--- src/rtl/dcache_controller_if.sv ---
// CPU-side and memory-side signal bundle for the L1 data cache controller.
// Signal suffixes are from the controller's point of view.
interface dcache_controller_if #(
   parameter int LINE_BITS = 256
);
   logic [31:0]          cpu_addr_i;
   logic [31:0]          cpu_data_i;
   logic                 cpu_MemRead_i;
   logic                 cpu_MemWrite_i;
   logic [31:0]          cpu_data_o;
   logic                 cpu_stall_o;
   logic [31:0]          mem_addr_o;
   logic [LINE_BITS-1:0] mem_data_o;
   logic                 mem_enable_o;
   logic                 mem_write_o;
   logic [LINE_BITS-1:0] mem_data_i;
   logic                 mem_ack_i;

   modport master (
      output cpu_addr_i,
      output cpu_data_i,
      output cpu_MemRead_i,
      output cpu_MemWrite_i,
      input  cpu_data_o,
      input  cpu_stall_o,
      input  mem_addr_o,
      input  mem_data_o,
      input  mem_enable_o,
      input  mem_write_o,
      output mem_data_i,
      output mem_ack_i
   );

   modport slave (
      input  cpu_addr_i,
      input  cpu_data_i,
      input  cpu_MemRead_i,
      input  cpu_MemWrite_i,
      output cpu_data_o,
      output cpu_stall_o,
      output mem_addr_o,
      output mem_data_o,
      output mem_enable_o,
      output mem_write_o,
      input  mem_data_i,
      input  mem_ack_i
   );
endinterface

--- src/rtl/dcache_controller.sv ---
// Direct-mapped, write-back, write-allocate L1 data cache controller.
// Stalls the whole pipeline while a miss is written back and refilled.
module dcache_controller #(
   parameter int LINES     = 16,
   parameter int LINE_BITS = 256,
   parameter int TAG_BITS  = 23
) (
   input logic          clk_i,
   input logic          rst_i,
   dcache_controller_if.slave bus
);
   localparam int IDX_BITS  = $clog2(LINES);
   localparam int WORDS     = LINE_BITS / 32;
   localparam int WSEL_BITS = $clog2(WORDS);
   localparam int OFF_BITS  = WSEL_BITS + 2;

   typedef enum logic [1:0] {
      S_IDLE,
      S_WRITEBACK,
      S_REFILL,
      S_DONE
   } state_t;

   state_t               r_state;
   logic [LINES-1:0]     r_valid;
   logic [LINES-1:0]     r_dirty;
   logic [TAG_BITS-1:0]  r_tag  [LINES];
   logic [LINE_BITS-1:0] r_data [LINES];

   logic [IDX_BITS-1:0]  w_idx;
   logic [TAG_BITS-1:0]  w_tag;
   logic [WSEL_BITS-1:0] w_wsel;
   logic [LINE_BITS-1:0] w_line;
   logic [31:0]          w_word;
   logic                 w_req;
   logic                 w_we;
   logic                 w_hit;
   logic                 w_wr_hit;
   logic                 w_fill;
   logic                 w_unused_addr;

   assign w_idx  = bus.cpu_addr_i[OFF_BITS +: IDX_BITS];
   assign w_tag  = bus.cpu_addr_i[31 -: TAG_BITS];
   assign w_wsel = bus.cpu_addr_i[2 +: WSEL_BITS];
   assign w_unused_addr = &{1'b0, bus.cpu_addr_i[1:0]};

   assign w_line = r_data[w_idx];
   assign w_word = w_line[{w_wsel, 5'b0} +: 32];

   // A simultaneous read and write request is a store.
   assign w_req = bus.cpu_MemRead_i | bus.cpu_MemWrite_i;
   assign w_we  = bus.cpu_MemWrite_i;
   assign w_hit = r_valid[w_idx] & (r_tag[w_idx] == w_tag);

   assign w_wr_hit = !rst_i & w_req & w_we & w_hit
                     & (r_state == S_IDLE);
   assign w_fill   = (r_state == S_REFILL) & bus.mem_ack_i;

   assign bus.cpu_stall_o = !rst_i & w_req
                            & ((r_state != S_IDLE) | !w_hit);
   assign bus.cpu_data_o  = (!rst_i & w_req & w_hit) ? w_word
                                                     : 32'h0;

   // Memory side is a pure decode of the state register.
   always_comb begin
      bus.mem_enable_o = 1'b0;
      bus.mem_write_o  = 1'b0;
      bus.mem_addr_o   = 32'h0;
      bus.mem_data_o   = '0;
      unique case (r_state)
         S_WRITEBACK: begin
            bus.mem_enable_o = 1'b1;
            bus.mem_write_o  = 1'b1;
            bus.mem_addr_o   = {r_tag[w_idx], w_idx,
                                {OFF_BITS{1'b0}}};
            bus.mem_data_o   = w_line;
         end
         S_REFILL: begin
            bus.mem_enable_o = 1'b1;
            bus.mem_addr_o   = {w_tag, w_idx,
                                {OFF_BITS{1'b0}}};
         end
         S_IDLE, S_DONE: begin
            bus.mem_enable_o = 1'b0;
         end
      endcase
   end

   always_ff @(posedge clk_i or posedge rst_i) begin
      if (rst_i) begin
         r_state <= S_IDLE;
         r_valid <= '0;
         r_dirty <= '0;
      end else begin
         unique case (r_state)
            S_IDLE: begin
               if (w_wr_hit)
                  r_dirty[w_idx] <= 1'b1;
               if (w_req & !w_hit) begin
                  if (r_valid[w_idx] & r_dirty[w_idx])
                     r_state <= S_WRITEBACK;
                  else
                     r_state <= S_REFILL;
               end
            end
            S_WRITEBACK: begin
               if (bus.mem_ack_i)
                  r_state <= S_REFILL;
            end
            S_REFILL: begin
               if (bus.mem_ack_i) begin
                  r_valid[w_idx] <= 1'b1;
                  r_dirty[w_idx] <= 1'b0;
                  r_state        <= S_DONE;
               end
            end
            S_DONE: begin
               r_state <= S_IDLE;
            end
         endcase
      end
   end

   // Tag and data arrays carry no reset; validity is tracked above.
   always_ff @(posedge clk_i) begin
      if (w_fill) begin
         r_tag[w_idx]  <= w_tag;
         r_data[w_idx] <= bus.mem_data_i;
      end else if (w_wr_hit) begin
         r_data[w_idx][{w_wsel, 5'b0} +: 32] <= bus.cpu_data_i;
      end
   end
endmodule

--- src/flat_wrapper.sv ---
// flat-port wrapper written by rule: the top's interface ports become plain ports
module dcache_controller_flat 
#(
   parameter int LINES     = 16,
   parameter int LINE_BITS = 256,
   parameter int TAG_BITS  = 23
)
  (clk_i, rst_i, bus_cpu_addr_i, bus_cpu_data_i, bus_cpu_MemRead_i, bus_cpu_MemWrite_i, bus_cpu_data_o, bus_cpu_stall_o, bus_mem_addr_o, bus_mem_data_o, bus_mem_enable_o, bus_mem_write_o, bus_mem_data_i, bus_mem_ack_i);
  dcache_controller_if #(.LINE_BITS(LINE_BITS)) bus_i ();
  input logic clk_i;
  input logic rst_i;
  input wire logic [$bits(bus_i.cpu_addr_i)-1:0] bus_cpu_addr_i;
  input wire logic [$bits(bus_i.cpu_data_i)-1:0] bus_cpu_data_i;
  input wire logic [$bits(bus_i.cpu_MemRead_i)-1:0] bus_cpu_MemRead_i;
  input wire logic [$bits(bus_i.cpu_MemWrite_i)-1:0] bus_cpu_MemWrite_i;
  output wire logic [$bits(bus_i.cpu_data_o)-1:0] bus_cpu_data_o;
  output wire logic [$bits(bus_i.cpu_stall_o)-1:0] bus_cpu_stall_o;
  output wire logic [$bits(bus_i.mem_addr_o)-1:0] bus_mem_addr_o;
  output wire logic [$bits(bus_i.mem_data_o)-1:0] bus_mem_data_o;
  output wire logic [$bits(bus_i.mem_enable_o)-1:0] bus_mem_enable_o;
  output wire logic [$bits(bus_i.mem_write_o)-1:0] bus_mem_write_o;
  input wire logic [$bits(bus_i.mem_data_i)-1:0] bus_mem_data_i;
  input wire logic [$bits(bus_i.mem_ack_i)-1:0] bus_mem_ack_i;
  assign bus_i.cpu_addr_i = bus_cpu_addr_i;
  assign bus_i.cpu_data_i = bus_cpu_data_i;
  assign bus_i.cpu_MemRead_i = bus_cpu_MemRead_i;
  assign bus_i.cpu_MemWrite_i = bus_cpu_MemWrite_i;
  assign bus_cpu_data_o = bus_i.cpu_data_o;
  assign bus_cpu_stall_o = bus_i.cpu_stall_o;
  assign bus_mem_addr_o = bus_i.mem_addr_o;
  assign bus_mem_data_o = bus_i.mem_data_o;
  assign bus_mem_enable_o = bus_i.mem_enable_o;
  assign bus_mem_write_o = bus_i.mem_write_o;
  assign bus_i.mem_data_i = bus_mem_data_i;
  assign bus_i.mem_ack_i = bus_mem_ack_i;
  dcache_controller #(.LINES(LINES), .LINE_BITS(LINE_BITS), .TAG_BITS(TAG_BITS)) u_core (.clk_i(clk_i), .rst_i(rst_i), .bus(bus_i));
endmodule
--- config.mk ---
export PLATFORM = sky130hd
export DESIGN_NAME = dcache_controller_flat
export DESIGN_NICKNAME = d
export VERILOG_FILES = /design/src/rtl/dcache_controller_if.sv /design/src/rtl/dcache_controller.sv /design/src/flat_wrapper.sv
export SDC_FILE = /design/constraint.sdc
export NUM_CORES = 2
export LEC_CHECK = 0
export CAP_MARGIN = 10
export CORE_UTILIZATION = 50
export CTS_BUF_LIST = sky130_fd_sc_hd__clkbuf_8
export CTS_CLUSTER_SIZE = 20
export DETAILED_ROUTE_END_ITERATION = 6
export PLACE_DENSITY_LB_ADDON = 0.12
export SETUP_SLACK_MARGIN = 0.15
export SYNTH_ARGS = -nofsm -noshare
export SYNTH_HDL_FRONTEND = slang
export SYNTH_MEMORY_MAX_BITS = 65536
export SYNTH_SLANG_ARGS = --single-unit
--- constraint.sdc ---
create_clock -name clk_i -period 7.5 [get_ports clk_i]
set_input_delay 2.25 -clock clk_i [delete_from_list [all_inputs] [get_ports clk_i]]
set_output_delay 2.25 -clock clk_i [all_outputs]
set_load 0.02 [all_outputs]
==> flow_summary.json <==
{
  "finalCritPeriodShare_pct": 108,
  "synth_async_sr_flop_share_pct": 0.756,
  "drive_gt1_share_pct": 38.1,
  "synth_ff_type": "edfxtp_1",
  "ctsHoldBuffers": 0,
  "ys_seq_area_share_pct": 75.4,
  "area_growth_pct": 21.8,
  "hold_class": "flip-flop to flip-flop",
  "synth_area_leaders": "edfxtp_1, mux4_2, mux2_2",
  "p_clk_share_pct": 35.6,
  "syn_area_um2": 179000,
  "outcome": "complete, but fails checks",
  "cts_buffers": 719,
  "violations": "design-rule violations, negative setup slack",
  "ioPinCount": 648,
  "ys_ff_latch": 4498,
  "critPathSlowestCell": "or4b_4",
  "synth_cell_types": 63,
  "syn_inst": 7811,
  "p_total_uw": 54300,
  "yosys.area.top_type": "edfxtp_1",
  "slew_violations": 0,
  "cp_max_fo": 8,
  "worst_pin_slew_ns": 1.24,
  "synth.most_common_cell": "edfxtp_1",
  "p_per_area_nw_per_um2": 249,
  "fin_cells": 15100,
  "root_buffer": "clkbuf_8",
  "finalSetupViolCount": 62,
  "hold_viol": 0,
  "cp_top_family": "simple AND/OR/NAND/NOR gates",
  "crit_chain": "buf_16 > buf_12 > mux4_2 > a22o_1 > or3_4 > a211oi_4 > o2111ai_2 > or4b_4 > or4_4 > buf_12 > buf_16 > a21oi_4 > buf_12",
  "drc": 45,
  "cp-start-kind": "input pin",
  "start_util_pct": 50.3,
  "power_frac_seq_pct": 52.2,
  "swShare_pct": 25.4,
  "die_y_um": 600,
  "place.detailed.hpwl_um": 367000,
  "p_sw_uw": 13800,
  "grt_pass1_vias": 94300,
  "regToRegStartpoint": "u_core.r_tag[14][19]$_DFFE_PP_",
  "track_usage_pct": 32.7,
  "antenna_left": 0,
  "rr_endpoint": "u_core.r_data[10][73]$_DFFE_PP_",
  "crit_path_max_incr_delay_ns": 0.59,
  "wl_per_cell_um": 39.4,
  "p_comb_share_pct": 12.2,
  "total_leakage_power_uw": 0.0722,
  "critPathArrivalTime_ns": 5.84,
  "ctsHtreeMaxLevel": 6,
  "grt_max_degree": 120,
  "finalClockSkew_ns": 0.0521,
  "final_util_pct": 61.2,
  "via_count": 95100,
  "cts_sinks": 4498,
  "fmax_mhz": 124,
  "numPlacedInstances": 13400,
  "cts.clk_slew.worst_paths_ns": 0.06,
  "critPathKind": "input pin to output port",
  "die-area_um2": 360000,
  "worst-path-buf-inv": 5,
  "dr.pass1.iters": 7,
  "synth.avg_cell_area_um2": 22.9,
  "crit_start": "bus_cpu_addr_i[6]",
  "reg2reg_slack_ns": 2.64,
  "synth_common_cells": "edfxtp_1, mux4_2, clkbuf_1",
  "max_cap_viol_count": 0,
  "place.gp.congestion": 0.926,
  "endpoint_kind": "output port",
  "nFillCells": 25000,
  "rsz0062_at_grt": "yes",
  "cts_tree": "yes",
  "routed_wl_um": 593000,
  "intPower_uw": 40500,
  "slew_headroom_pct": 16.9,
  "layout.nets": 9998,
  "cp.required_ns": 5.25,
  "viasPerCell": 6.32,
  "yosys_warnings": 0,
  "hp-start": "u_core.r_valid[15]$_DFFE_PP0P_",
  "clk_latency_ns": 1.27,
  "antenna_found_initial": 85,
  "min_to": "u_core.r_valid[15]$_DFFE_PP0P_",
  "r2r_cells": 11,
  "ir_worst_vdd_mv": 0.205,
  "drt_iter0_markers": 11800,
  "netlist.area_leader.share_pct": 74.9,
  "crit_top_cell": "buf_12",
  "cts_buffer_depth": 4,
  "grt_pass1_wl_um": 789000,
  "timing.final.ws_setup_ns": -0.589,
  "whs_path_depth": 1,
  "core_um2": 356000,
  "synth_edf_count": 4464,
  "io_buffers": 640,
  "rows": 219,
  "fin_crit_ns": 8.09,
  "overflow": 0,
  "die_w_um": 600,
  "setup_tns_ns": -19.54
}
## what timing repair did
| action | CTS | global route |
|---|---|---|
| cloned | 74 | 17 |
| pin swaps | 18 | 5 |
| resized for setup | 552 | 185 |
| setup buffers | 111 | 51 |
| setup endpoints to repair | 274 | 168 |
## cell usage in the layout (no fill, tap or decap), drive strengths merged, types with 13 or more instances in the layout
cell              n
clkbuf          779
clkinv          224
edfxtp         4464
nand2           126
mux4           1433
nor2            130
inv             347
a22oi            28
nor4             16
or2              18
mux2i           106
a2bb2oi          16
dlygate4sd2      61
a21oi           172
mux2            228
nand2b           36
diode            77
buf            1037
o21ai            15
nor2b            33
and2            265
bufinv           17
clkdlybuf4s50   399
nand3            16
dlymetal6s2s     27
xor2             13
clkinvlp         16
bufbuf           29
dfrtp            34
nor3             17
## per-layer routing
layer | global-route usage, % | wire length (um)
met1 | 41.6 | 210000
met2 | 51.3 | 285000
met3 | 7.71 | 56700
met4 | 20.2 | 41400
met5 | 0.481 | 575
## area by class of cell
| class | count | area, um^2 | area share (%) |
|---|---|---|---|
| multi-input combinational | 2779 | 43900 | 20.2 |
| clock inverter | 547 | 2810 | 1.29 |
| sequential | 4498 | 135000 | 61.9 |
| antenna | 77 | 193 | 0.0884 |
| timing repair buffer | 1609 | 19800 | 9.08 |
| inverter | 57 | 224 | 0.103 |
| tap | 4751 | 5940 | 2.73 |
| clock buffer | 734 | 10100 | 4.64 |
## power by group through the flow
stage | registers, uW | logic [uW] | clock network (uW)
after global placement | 28800 | 6090 | 0
after floorplan | 28800 | 2820 | 0
after detailed placement | 28800 | 6150 | 0
after CTS | 28300 | 6480 | 19500
after global routing | 28300 | 6740 | 20600
final | 28300 | 6620 | 19400
## flip-flops by register name, summed over array words and instances, names as in the netlist, named ones only
name,count
u_core.r_tag,368
u_core.r_valid,16
u_core.r_state,2
u_core.r_data,4096
## how the worst max path moves through the flow
stage                    endpoint  slack [ns]  cells past startpoint
2_1_floorplan  bus_cpu_data_o[10]       -0.16                     12
3_3_place_gp    bus_cpu_data_o[5]       -0.82                     13
3_5_place_dp    bus_cpu_data_o[5]       -0.89                     13
4_1_cts         bus_cpu_data_o[5]       -0.62                     13
5_1_grt        bus_cpu_data_o[22]       -0.63                     13
6_report        bus_cpu_data_o[5]       -0.59                     13
## metrics by stage
stage / hold slack [ns] / cell area, um^2 / worst slack, ns
floorplan: 0.434 / 179000 / -0.155
global placement: 0.447 / 200000 / -0.822
detailed placement: 0.448 / 200000 / -0.888
CTS: 0.466 / 217000 / -0.617
global route: 0.473 / 218000 / -0.631
finish: 0.467 / 218000 / -0.589
## cells by family after synthesis
| family | share of synthesized area, % |
|---|---|
| AOI/OAI and AO/OA | 1.07 |
| xor gates and xnor gates | 0.117 |
| adders and majority gates | 0.0629 |
| buffers and inverters | 1.24 |
| DFF | 75.4 |
| muxes | 20.1 |
| other | 0.00210 |
| and+or+nand+nor | 2.05 |
## worst register-to-register path: stages, from the launching register on
cell and delay [ns]:
edfxtp_1 0.37, mux4_2 0.48, a22o_1 0.28, or3_4 0.36, a211oi_4 0.24, o2111ai_2 0.14, or4b_4 0.59, buf_4 0.33
or3_2 0.93, buf_4 0.33, a21oi_4 0.20, buf_12 0.28
Power figures use the tool's default switching activity.
